[config.mk]
export PLATFORM = sky130hd
export DESIGN_NAME = bht_predictor
export DESIGN_NICKNAME = d
export VERILOG_FILES = /design/src/rtl/bp_pkg.sv /design/src/rtl/bp_sat_cnt.sv /design/src/rtl/bht_predictor.sv
export SDC_FILE = /design/constraint.sdc
export NUM_CORES = 1
export LEC_CHECK = 0
export CAP_MARGIN = 20
export CORE_UTILIZATION = 40
export DETAILED_ROUTE_END_ITERATION = 6
export PLACE_DENSITY = 0.62
export SYNTH_ARGS = -nofsm -noshare
export SYNTH_HDL_FRONTEND = slang
export SYNTH_HIERARCHICAL = 1
export SYNTH_SLANG_ARGS = --single-unit
[constraint.sdc]
create_clock -name clk -period 3.4 [get_ports clk]
set_input_delay 0.68 -clock clk [delete_from_list [all_inputs] [get_ports clk]]
set_output_delay 0.68 -clock clk [all_outputs]
set_load 0.1 [all_outputs]
[src/rtl/bp_pkg.sv]
// Shared helpers for the branch history table: counter next-state, weak-not-taken
// init value and request index hash. All operate on 32-bit containers; callers size-cast.
package bp_pkg;

    function automatic logic [31:0] wnt_val(input int unsigned cnt_w);
        return (32'd1 << (cnt_w - 1)) - 32'd1;
    endfunction

    // Saturating step: holds at the top value when taken, at zero when not taken.
    function automatic logic [31:0] sat_next(input logic [31:0] cnt, input logic taken,
                                             input int unsigned cnt_w);
        logic [31:0] top;
        top = (cnt_w >= 32) ? 32'hFFFF_FFFF : ((32'd1 << cnt_w) - 32'd1);
        if (taken)
            return (cnt == top) ? cnt : cnt + 32'd1;
        else
            return (cnt == 32'd0) ? cnt : cnt - 32'd1;
    endfunction

    function automatic logic [31:0] idx_hash(input logic [31:0] pc_idx, input logic [31:0] ghr);
        return pc_idx ^ ghr;
    endfunction

endpackage

[src/rtl/bp_sat_cnt.sv]
// Combinational CNT_W-bit saturating counter step; shared by the single training port.
module bp_sat_cnt
    import bp_pkg::*;
#(
    parameter int CNT_W = 2
) (
    input  logic [CNT_W-1:0] cnt,
    input  logic             taken,
    output logic [CNT_W-1:0] cnt_nxt,
    output logic             msb
);

    assign cnt_nxt = CNT_W'(sat_next(32'(cnt), taken, CNT_W));
    assign msb     = cnt[CNT_W-1];

endmodule

[src/rtl/bht_predictor.sv]
// Branch history table of 2^IDX_W saturating counters with a one-cycle registered prediction.
// Define BHT_GSHARE_EN to XOR the PC index with a global history register (gshare).
module bht_predictor
    import bp_pkg::*;
#(
    parameter int PC_W  = 32,
    parameter int IDX_W = 6,
    parameter int CNT_W = 2
) (
    input  logic             clk,
    input  logic             rst_n,
    input  logic             req_valid,
    input  logic [PC_W-1:0]  req_pc,
    output logic             pred_valid,
    output logic             pred_taken,
    output logic [IDX_W-1:0] pred_idx,
    input  logic             upd_valid,
    input  logic [IDX_W-1:0] upd_idx,
    input  logic             upd_taken,
    input  logic             flush
);

    localparam int               ENTRIES = 1 << IDX_W;
    localparam logic [CNT_W-1:0] WNT     = CNT_W'(wnt_val(CNT_W));

    logic [CNT_W-1:0] cnt_tbl [ENTRIES];
    logic [IDX_W-1:0] pc_idx_p0;
    logic [IDX_W-1:0] req_idx_p0;
    logic [CNT_W-1:0] upd_cnt_p0;
    logic [CNT_W-1:0] upd_nxt_p0;
    logic             upd_msb_unused;
    logic             pc_unused;

    logic             vld_p1;
    logic             taken_p1;
    logic [IDX_W-1:0] idx_p1;

    // Word-aligned fetch: PC bits [1:0] never select an entry.
    assign pc_idx_p0 = req_pc[IDX_W+1:2];
    assign pc_unused = ^req_pc;

`ifdef BHT_GSHARE_EN
    logic [IDX_W-1:0] ghr_q;

    assign req_idx_p0 = IDX_W'(idx_hash(32'(pc_idx_p0), 32'(ghr_q)));

    // Shift in resolved outcomes; a same-cycle request already saw the old history.
    always_ff @(posedge clk or negedge rst_n) begin
        if (!rst_n)
            ghr_q <= '0;
        else if (flush)
            ghr_q <= '0;
        else if (upd_valid)
            ghr_q <= IDX_W'({ghr_q, upd_taken});
    end
`else
    assign req_idx_p0 = IDX_W'(idx_hash(32'(pc_idx_p0), 32'd0));
`endif

    // ---- stage 0: training path read-modify-write ----
    assign upd_cnt_p0 = cnt_tbl[upd_idx];

    bp_sat_cnt #(
        .CNT_W (CNT_W)
    ) u_sat (
        .cnt     (upd_cnt_p0),
        .taken   (upd_taken),
        .cnt_nxt (upd_nxt_p0),
        .msb     (upd_msb_unused)
    );

    // Flush wins over a same-cycle update; the request read below still sees pre-edge contents.
    always_ff @(posedge clk or negedge rst_n) begin
        if (!rst_n) begin
            for (int i = 0; i < ENTRIES; i++)
                cnt_tbl[i] <= WNT;
        end else if (flush) begin
            for (int i = 0; i < ENTRIES; i++)
                cnt_tbl[i] <= WNT;
        end else if (upd_valid) begin
            cnt_tbl[upd_idx] <= upd_nxt_p0;
        end
    end

    // ---- stage 1: registered prediction ----
    always_ff @(posedge clk or negedge rst_n) begin
        if (!rst_n) begin
            vld_p1   <= 1'b0;
            taken_p1 <= 1'b0;
            idx_p1   <= '0;
        end else begin
            vld_p1 <= req_valid;
            if (req_valid) begin
                idx_p1   <= req_idx_p0;
                taken_p1 <= cnt_tbl[req_idx_p0][CNT_W-1];
            end
        end
    end

    assign pred_valid = vld_p1;
    assign pred_taken = taken_p1;
    assign pred_idx   = idx_p1;

endmodule

## After elaboration in Yosys (flattened, before gate mapping)

Index checks and enable logic that the tools add are counted.

| storage, ports and cells | value |
|---|---|
| register bits | 136 |
| input bits | 44 |
| output and inout bits | 8 |
| word-level logic and storage cells | 92 |

| operators by class | value |
|---|---|
| $add $sub $neg | 2 |
| order comparisons | 3 |
| equality and inequality tests | 1 |
| muxes and demuxes | 14 |
| bitwise operators | 2 |
| reduce and logical (&&, ||, !) cells | 3 |

Operator list:

| kind | count |
|---|---|
| 128-bit two-way mux | 2 |
| 128-bit bitwise mux | 1 |
| 2-bit binary-select mux with 6-bit select | 2 |
| 2-bit two-way mux | 8 |
| 7-bit greater-or-equal comparator, second input constant | 2 |
| 6-bit inverter with 7-bit output | 2 |
| 2-bit demux with 6-bit select | 1 |
| 7-bit by 1-bit less-than comparator with 1-bit output, second input constant | 1 |
| 2-bit by 1-bit adder with 2-bit output, second input constant | 1 |
| 2-bit equality test, second input constant | 1 |
| 2-bit zero test | 1 |
| 2-bit nonzero test | 1 |
| 2-bit by 1-bit subtractor with 2-bit output, second input constant | 1 |
| 1-bit logical AND | 1 |

## Longest topological paths before layout

| logic depth | value |
|---|---|
| word-level depth | 10 |
| depth in mapped cells | 15 |
| depth with buffers taken out | 9 |

## Modules after synthesis

The synthesis kept the hierarchy.

Modules (own cells, without submodules):

| module | instances | cells an instance | area an instance (um^2) | sequential area each (um^2) |
|---|---|---|---|---|
| bht_predictor | 1 | 789 | 7,857.5 | 3,483.3 |
| bp_sat_cnt | 1 | 4 | 33.8 | 0.0 |

## Worst setup path after synthesis

OpenSTA, ideal clock, no wires.

| timing path | value |
|---|---|
| kind | input to register |
| start point | in upd_idx[1] |
| end point | reg cnt_tbl[100] in the netlist's numbering |
| setup time | 0.082 ns |
| arrival time | 3.244 ns |
| required time | 3.318 ns |
| slack | 0.074 ns |
| stages | 12 |
| cell sequence | buf_6 -> buf_2 -> buf_4 -> a311o_1 -> a221o_1 -> a211oi_1 -> nand4_1 -> maj3_2 -> clkbuf_1 -> clkbuf_1 -> clkbuf_1 -> a211o_1 |

| on the way | value |
|---|---|
| word-level cells in the longest chain between the ends | 10 |
| elaborated cells on any way between the ends | 19 |

RTL lines:

| item | RTL line | RTL |
|---|---|---|
| start: declaration | bht_predictor.sv:18 | `input logic [IDX_W-1:0] upd_idx,` |
| 6-bit inverter with 7-bit output (implied by the code) (*) | bht_predictor.sv:61 | `assign upd_cnt_p0 = cnt_tbl[upd_idx];` |
| 2-bit binary-select mux with 6-bit select (*) | bht_predictor.sv:61 |  |
| 2-bit two-way mux (implied by the code) (*) (2 in series) | bht_predictor.sv:61 |  |
| net upd_cnt_p0[1] | bht_predictor.sv:29 | `logic [CNT_W-1:0] upd_cnt_p0;` |
| 2-bit equality test or 2-bit zero test (tied branches) | bp_pkg.sv:15, bp_pkg.sv:17 |  |
| 2-bit two-way mux (on tied branches) | bp_pkg.sv:15, bp_pkg.sv:17 |  |
| 2-bit two-way mux (*) | bp_pkg.sv:14 | `if (taken)` |
| net upd_nxt_p0[0] | bht_predictor.sv:30 | `logic [CNT_W-1:0] upd_nxt_p0;` |
| 128-bit bitwise mux (*) | bht_predictor.sv:81 | `cnt_tbl[upd_idx] <= upd_nxt_p0;` |
| 128-bit two-way mux (*) | bht_predictor.sv:80 | `end else if (upd_valid) begin` |
| 128-bit two-way mux (*) | bht_predictor.sv:77 | `end else if (flush) begin` |
| end signal: indexed assignment | bht_predictor.sv:81 |  |
| end: declaration | bht_predictor.sv:26 | `logic [CNT_W-1:0] cnt_tbl [ENTRIES];` |

Mark *: on every way through the listed nets, which the timed path passes. The rest lies on a longest branch. The select of a mux whose other input is x is not followed.
A chain may end at the register's enable or synchronous reset.

## Worst setup path after layout

| timing path | value |
|---|---|
| start point | in upd_idx[1] |
| end point | reg cnt_tbl[24] in the netlist's numbering |

| on the way | value |
|---|---|
| word-level cells in the longest chain between the ends | 10 |
| elaborated cells on any way between the ends | 19 |

RTL lines:

| item | RTL line | RTL |
|---|---|---|
| 6-bit inverter with 7-bit output (implied by the code) (*) | bht_predictor.sv:61 |  |
| 2-bit binary-select mux with 6-bit select (*) | bht_predictor.sv:61 |  |
| 2-bit two-way mux (implied by the code) (*) (2 in series) | bht_predictor.sv:61 |  |
| net upd_cnt_p0[0] | bht_predictor.sv:29 |  |
| 2-bit by 1-bit subtractor with 2-bit output (tied with other cells) | bp_pkg.sv:17 | `return (cnt == 32'd0) ? cnt : cnt - 32'd1;` |
| 2-bit two-way mux (on tied branches) | bp_pkg.sv:17, bp_pkg.sv:15 |  |
| 2-bit two-way mux (*) | bp_pkg.sv:14 |  |
| net upd_nxt_p0[0] | bht_predictor.sv:30 |  |
| 128-bit bitwise mux (*) | bht_predictor.sv:81 |  |
| 128-bit two-way mux (*) | bht_predictor.sv:80 |  |
| 128-bit two-way mux (*) | bht_predictor.sv:77 |  |

Marks and branches as above.

==> results_dict.tcl <==
set metrics [dict create \
    outcome "finished, final reports clean" \
    power_w 0.00402 \
    drt_iter0_drc 487 \
    clockBufferDepth 2 \
    cts_root_buffer "clkbuf_16" \
    tns_ns 0 \
    holdBufCountCts 0 \
    cpMostUsedCell "buf_4" \
    syn_area_um2 7880 \
    ant_nets 0 \
    swShare_pct 27.4 \
    p_int_w 0.00292 \
    finalSetupViolCount 0 \
    slew_headroom_pct 35.0 \
    grt_usage_pct 22.9 \
    hold_viol 0 \
    stdcell_area_um2 9300 \
    cp_slowest_cell "or4b_1" \
    vias 6336 \
    post_drt_wl_per_cell_um 19.7 \
    post_cts_resized 0 \
    drt-pass1-iter-count 7 \
    cts_sinks 136 \
    worstSetupPathType "in2reg" \
    leakagePower_nw 3.78 \
    die_area_um2 20300 \
    syn-num-nets 836 \
    grt_setup_unrepaired "false" \
    cts_setup_buffers 0 \
    rows 50 \
    core_area_um2 19000 \
    crit_required_ns 3.77 \
    path_clk_slew_ns 0.06 \
    viasPerCell 5.74 \
    pwr-share-clk_pct 46.1 \
    pwr-share-comb_pct 12.8 \
    p_sw_w 0.00110 \
    grt_overflow 0 \
    initial_core_util_pct 41.5 \
    crit_path_end_kind "register" \
    grt_max_degree 72 \
    ios 52 \
    port_buffers 25 \
    placed_cell_area_um2 8710 \
    worst_slew_pin_slew_ns 0.972 \
    critical_path.cell_chain "buf_2 > buf_4 > nor2b_1 > o2bb2ai_1 > o21ai_0 > a21oi_1 > or4b_1 > inv_1 > maj3_2 > buf_12 > buf_4 > nand2_1 > nand3b_1" \
    cts_made_buffers 17 \
    grt_pass1_wl_um 34800 \
    hp-class "in2async" \
    cp_data_arrival_time_ns 3.70 \
    period_needed_ns 3.33 \
    hpwl_um 14300 \
    crit_path_start_kind "input port" \
    cpPeakStageDelay_ns 0.58 \
    maxCapViolations 0 \
    die_width_um 142 \
    ir_worst_vdd_v 0.000326 \
    cp_max_fo 49 \
    remaining_drc_errors 0 \
    yosysWarnings 6 \
    drive_gt1_share_pct 25.8 \
    timing.fmax_mhz 300 \
    htree_levels 4 \
    antenna_cells 0 \
    grt_pass1_vias 6210 \
    hold_ws_ns 0.240 \
    die_h_um 142 \
    report.final.slew_viol_count 0 \
    instances_no_fill 1104 \
    antenna_found_initial 0 \
    drt_wl_total_um 21700 \
    syn_inst 792 \
    power_density_nw_per_um2 432 \
    layout.nets 875 \
    cts_tree "built" \
    syn_to_final_growth_pct 18.0 \
    place_congestion 0.825 \
    synth_area_per_cell_um2 9.95 \
    placed_cells 1072 \
    worstSkewPairLatency_ns 0.44 \
    clock_skew_ns 0.00799 \
    sequentialPowerShare_pct 41.2 \
    post-route-period-util_pct 97.9 \
]
==> area by class of cell <==
type                            instances  area, µm²
Fill cell                            1812       9710
Tap cell                              260        325
Clock buffer                           18        439
Sequential cell                       136       3480
Multi-Input combinational cell        573       4020
Inverter                                5       18.8
Clock inverter                         14        150
Timing Repair Buffer                   98        867
==> sequential cells by signal, summed over array words and instances (netlist names) <==
register    cells
cnt_tbl       128
pred_idx        6
pred_taken      1
pred_valid      1
==> cells in the final DEF (no fill, tap or decap), drive strengths merged, types with 2 or more instances in the layout <==
master,n
nand2b,5
or3b,3
clkinv,8
or2,3
and2,2
and3b,2
nor3b,4
a311oi,3
a211o,48
and3,34
nand2,102
nand4,2
bufinv,2
dfstp,64
inv,6
dfrtp,72
clkdlybuf4s50,19
a211oi,2
buf,79
o22a,2
maj3,2
clkinvlp,3
o21ai,56
mux4,28
o22ai,2
nand3,20
mux2i,63
nor3,3
a22oi,8
nor2b,23
nor2,66
a21oi,44
a31oi,2
mux2,8
clkbuf,18
nand3b,18
a221oi,2
==> stage by stage <==
step	setup slack (ns)	util, %
3_5_place_dp	-0.325	45.8
4_1_cts	0.137	48.9
6_report	0.0713	48.9
3_3_place_gp	-0.299	45.8
5_1_grt	0.0336	48.9
2_1_floorplan	0.0878	-
==> routing by layer <==
layer | GRT usage (%) | vias up | part of all wire (%)
met3 | 4.74 | 32 | 4.2
met4 | 7.98 | 0 | 2.1
li1 | - | 2957 | -
met1 | 30.8 | 3184 | 46
met5 | 0 | - | 0
met2 | 36.4 | 163 | 47
==> power groups by stage <==
stage | registers (W) | logic (W) | clock network (W)
detailed placement | 0.00168 | 0.000511 | 0
global route | 0.00165 | 0.000545 | 0.00195
global placement | 0.00168 | 0.000511 | 0
floorplan | 0.00175 | 0.000231 | 0
finish | 0.00165 | 0.000512 | 0.00185
CTS | 0.00165 | 0.000512 | 0.00188
==> critical path: cells and delay by family <==
family,cells,cell delay (ns)
AOI/OAI and AO/OA,3,0.58
adders and majority gates,1,0.20
buffers and inverters,5,1.24
and+or+nand+nor,4,0.97
==> path summary, 6_finish.rpt <==
| kind | start | endpoint | slack, ns | cells past startpoint |
|---|---|---|---|---|
| hold reg to reg | pred_idx[4] | pred_idx[4] | 0.50 | 1 |
| min in group clk | pred_idx[4] | pred_idx[4] | 0.50 | 1 |
| setup / recovery | upd_idx[1] | cnt_tbl[24] | 0.07 | 13 |
| hold / removal | rst_n | cnt_tbl[117] | 0.24 | 1 |
| max in group asynchronous | rst_n | cnt_tbl[66] | 2.33 | 2 |
| setup reg to reg | cnt_tbl[48] | cnt_tbl[24] | 0.44 | 11 |
Note: power is estimated with default switching activity, not from simulation.
==> patch 1 (config.mk and constraints unchanged) <==
Register the input `req_pc` before use, cleared by the reset. The logic sees it one clock later. The other inputs are not delayed to match.
--- a/src/rtl/bht_predictor.sv
+++ b/src/rtl/bht_predictor.sv
@@ -24,4 +24,14 @@
     localparam logic [CNT_W-1:0] WNT     = CNT_W'(wnt_val(CNT_W));
 
+    logic [PC_W-1:0] req_pc_q;
+
+    always_ff @(posedge clk or negedge rst_n) begin
+        if (!rst_n) begin
+            req_pc_q <= '0;
+        end else begin
+            req_pc_q <= req_pc;
+        end
+    end
+
     logic [CNT_W-1:0] cnt_tbl [ENTRIES];
     logic [IDX_W-1:0] pc_idx_p0;
@@ -37,6 +47,6 @@
 
     // Word-aligned fetch: PC bits [1:0] never select an entry.
-    assign pc_idx_p0 = req_pc[IDX_W+1:2];
-    assign pc_unused = ^req_pc;
+    assign pc_idx_p0 = req_pc_q[IDX_W+1:2];
+    assign pc_unused = ^req_pc_q;
 
 `ifdef BHT_GSHARE_EN
Function: changed (a bounded check fails within 4 cycles, from zero or initial values and one cycle with rst_n low).
==> patch 1 against the unedited design <==
Final area up 1.3%; worst setup slack improved by 20 ps; utilization shrank 0.81 points; first-iteration DRC count is 21% higher; sequential cell count is 6 higher; critical path type unchanged; register-to-register slack improved by 220 ps; wire length grew 6.1%; power is 2.7% higher; clock power hardly changed; die area rose by 1.8%; synthesized area rose by 1.9%.
==> patch 1: results (changes against the unedited design) <==
Worst setup path
  – Flop2flop setup slack: 660 ps (was 440 ps)
  – CP arrival: 3660 ps (was 3700 ps)
  – Crit path max fanout: 25 (was 49)

GRT
  – Total track usage: 23.91% (was 22.87%)
  – Met2 Track Usage GR: 36.59% (was 36.40%)
  – Vias in the first global route: 6,356 (was 6,210)
  – Initial antenna violation count: 0 (unchanged)
  – GRT met3 Usage: 3.965% (was 4.744%)
  – Met1 usage: 33.63% (was 30.85%)
  – First-pass GRT wire length: 36,780 um (was 34,790 um)
  – Largest net degree at the start of global routing: 114 (was 72)

Final layout
  – Nets: 880 (was 875)
  – Top reg by flops: cnt_tbl (unchanged)
  – Filler cells: 1,820 (was 1,812)
  – Ratio of cells with drive above 1 in the final layout: 26.74% (was 25.83%)

Routing
  – Final WL: 23,060 um (was 21,740 um)
  – First-pass detailed-route iteration total: 5 (was 7)
  – Routed vias/inst: 5.848 (was 5.739)
  – First-iteration detailed-routing DRC count: 591 (was 487)

Timing
  – Worst Tran Pin Value: 981.7 ps (was 972.1 ps)
  – Minimum clock period: 3309 ps (was 3329 ps)
  – Hold Worst Slack: 230.8 ps (was 240.2 ps)
  – Clock skew: 6.893 ps (was 7.995 ps)

Placed design
  – Routability cong.: 0.8607 (was 0.8245)
  – Pre-CTS WS: -386.9 ps (was -325.4 ps)
  – Hpwl dp: 15,620 um (was 14,270 um)

Pwr
  – Worst vdd ir: 0.2987 mV (was 0.3259 mV)
  – Leakage: 3.808 nW (was 3.777 nW)
  – Clock power share: 44.9% (was 46.1%)
  – P_sw: 1.132 mW (was 1.101 mW)

Clock network
  – Longest Clk Path Bufs: 2 (unchanged)

Status
  – Status: completed (unchanged)

Synth
  – Syn nets: 848 (was 836)
patch 1: metrics by stage:
stage | cell area (um^2) | util, % | std cells | power (mW)
2_1_floorplan | 8031 | - | 804 | 2.070
3_3_place_gp | 8827 | 45.06 | 1082 | 2.297
3_5_place_dp | 8827 | 45.06 | 1082 | 2.298
4_1_cts | 9408 | 48.02 | 1114 | 4.159
5_1_grt | 9424 | 48.11 | 1114 | 4.266
6_report | 9424 | 48.11 | 1114 | 4.126
patch 1: layout make-up:
class	instances	area share (%)
inverter	8	0.3186
tap	265	3.518
clock buffer	18	4.660
clock inverter	14	1.500
multi-input combinational	573	42.45
timing repair buffer	94	9.002
sequential	142	38.56
patch 1: metal layers:
layer  vias up  wire [um]
met4         0        592
met2       204      10730
met3        37       1155
li1       2976          -
met5         -          0
met1      3298      10580
patch 1: worst max-delay path, cell delays in order:
cell and delay (ps):
clkdlybuf4s50_1 470, buf_6 180, buf_4 160, and2_1 170, a221oi_1 300, o221ai_1 240, a211oi_2 270, nand3_1 160
maj3_2 400, buf_12 180, and3_1 150, a211o_1 270
patch 1: path summary, 6_finish.rpt:
| kind | start | cells past startpoint | end |
|---|---|---|---|
| setup / recovery | upd_idx[0] | 12 | cnt_tbl[26] |
| hold / removal | rst_n | 1 | req_pc_q[3] |
| setup reg to reg | cnt_tbl[7] | 9 | cnt_tbl[26] |
| hold reg to reg | cnt_tbl[102] | 2 | cnt_tbl[102] |
| max in group asynchronous | rst_n | 2 | cnt_tbl[78] |
| min in group clk | cnt_tbl[102] | 2 | cnt_tbl[102] |
==> patch 2 (config.mk and constraints unchanged) <==
Made on the original files. Add a define of `BHT_GSHARE_EN`.
--- a/src/rtl/bht_predictor.sv
+++ b/src/rtl/bht_predictor.sv
@@ -1,4 +1,6 @@
 // Branch history table of 2^IDX_W saturating counters with a one-cycle registered prediction.
 // Define BHT_GSHARE_EN to XOR the PC index with a global history register (gshare).
+`define BHT_GSHARE_EN
+
 module bht_predictor
     import bp_pkg::*;
Formal check against the unedited RTL: not equivalent (a bounded check fails within 4 cycles, from zero or initial values and one cycle with rst_n low).
==> patch 2 against the unedited design <==
Hold slack better by 64 ps; largest cell class unchanged; non-clock buffer count up 14; sequential cell count up 6; critical path depth down 1; wire length up 7.6%; final area up 4.8%; synthesized area up 2.5%; power up 11%; synthesized cell count up 4.8%; sequential share of layout area down 0.18 points; die area up 2.4%; worst setup slack better by 72 ps.
==> patch 2: results (changes against the unedited design) <==
Worst setup path
  – CP arrival: 3610 ps (was 3700 ps)
  – Crit Reg-Reg Endpoint: cnt_tbl[30] (was cnt_tbl[24])
  – Slowest cell on crit path: or4_1 (was or4b_1)
  – Max incr delay on CP: 550 ps (was 580 ps)
  – Crit path max fanout: 27 (was 49)
  – Worst flop-to-flop path startpoint: cnt_tbl[13] (was cnt_tbl[48])
  – Reg2Reg Depth: 8 (was 11)
  – Flop2flop setup slack: 470 ps (was 440 ps)

Routing
  – Routed vias/inst: 5.859 (was 5.739)
  – First-iteration detailed-routing DRC count: 646 (was 487)
  – First-pass detailed-route iteration total: 5 (was 7)
  – Final WL: 23,400 um (was 21,740 um)
  – Drt wl/cell: 20.10 um (was 19.69 um)

Placed design
  – Hpwl dp: 15,700 um (was 14,270 um)
  – Routability cong.: 0.8446 (was 0.8245)
  – Cell total after placement: 1,132 (was 1,072)
  – I/O Buffers: 25 (unchanged)

Final layout
  – Max reg flops: 128 (unchanged)
  – Top reg by flops: cnt_tbl (unchanged)
  – Filler cells: 1,819 (was 1,812)
  – Nets: 930 (was 875)
  – Ratio of cells with drive above 1 in the final layout: 24.69% (was 25.83%)
  – Ant diodes: 0 (unchanged)

GRT
  – Largest net degree at the start of global routing: 76 (was 72)
  – Vias in the first global route: 6,508 (was 6,210)
  – Total track usage: 23.78% (was 22.87%)
  – First-pass GRT wire length: 36,940 um (was 34,790 um)
  – Initial antenna violation count: 0 (unchanged)

Timing
  – Clock skew: 14.09 ps (was 7.995 ps)
  – Worst Tran Pin Value: 979.6 ps (was 972.1 ps)

Pwr
  – Leakage: 3.864 nW (was 3.777 nW)
  – Worst vdd ir: 0.3376 mV (was 0.3259 mV)

Clock network
  – CTS H-tree depth: 4 (unchanged)
  – Setup Fix Bufs, Post-CTS: 0 (unchanged)
  – Clock Latency Late Sink: 430 ps
  – Longest Clk Path Bufs: 2 (unchanged)
  – Num CTS Buffers: 17 (unchanged)

Status
  – Status: completed (unchanged)

Min path
  – Hold Crit Class: primary input to asynchronous set/reset pin (unchanged)

Synth
  – Synth Warn #: 6 (unchanged)
  – Syn nets: 874 (was 836)
  – Mapped Avg Cell Area: 9.732 um^2 (was 9.954 um^2)
## patch 2: cell types whose count changed in the layout (fill, tap and decap cells not counted), moves of 6 or more
cell      before  now
a22oi_1        8   16
nand3_1       19   40
nand3b_1      18   10
a21oi_1       44   80
nor2_1        66   54
mux4_1         3   12
o21ai_0       54   48
mux4_2        25   18
nand2_1      102  126
a211o_1       48   56
mux2i_1       63   22
buf_4         68   78
dfrtp_1       72   78
## patch 2: worst max path at each step
stage                     from            to  slack, ps  depth (start not counted)
finish              upd_idx[1]   cnt_tbl[30]        140                         12
global route        upd_idx[0]  cnt_tbl[127]         20                         13
CTS                 upd_idx[1]   cnt_tbl[30]        170                         12
detailed placement  upd_idx[1]   cnt_tbl[68]       -540                         12
global placement    upd_idx[1]   cnt_tbl[30]       -510                         12
floorplan           upd_idx[0]   cnt_tbl[16]         10                         11
## patch 2: critical path: cells and delay by family
family / cells / cell delay, ps
fa+ha+maj: 1 / 380
simple gates: 3 / 910
compound gates: 5 / 980
buf+inv: 3 / 640
## patch 2: through the flow
| step | setup slack, ps | TNS [ps] | hold WS, ps | instance area [um^2] |
|---|---|---|---|---|
| global route | 15.03 | 0 | 348.1 | 9753 |
| finish | 143.5 | 0 | 304.2 | 9753 |
| floorplan | 13.06 | 0 | 384.4 | 8078 |
| CTS | 165.3 | 0 | 319.7 | 9753 |
| global placement | -507.3 | -55540 | 490.2 | 9077 |
| detailed placement | -544.6 | -60400 | 495.5 | 9077 |
## patch 2: repair_timing
item	CTS	global route
endpoints found under the setup margin	105	0
gates resized for setup	4	0
hold endpoints to repair	0	0
## patch 2: layout make-up
cell class              count  share of cell area (%)
multi-input cells         609                   41.90
flip-flops and latches    142                   37.25
repair buffers            112                   10.42
clock buffers              19                   4.439
well taps                 265                   3.400
clock inverters            13                   2.437
inverters                   4                  0.1539
## patch 2: per-layer routing
metal / vias up / global-route usage [%] / part of all wire [%]
met4: 0 / 8.679 / 2.5
li1: 3133 / - / -
met1: 3441 / 33.88 / 47
met5: - / 0 / 0
met3: 43 / 3.874 / 3.9
met2: 203 / 36.31 / 46
## patch 2: power by group
group          switching [mW]  total [mW]  internal [mW]
registers              0.0114        1.73           1.72
logic                   0.378       0.584          0.205
clock network           0.770        2.15           1.38
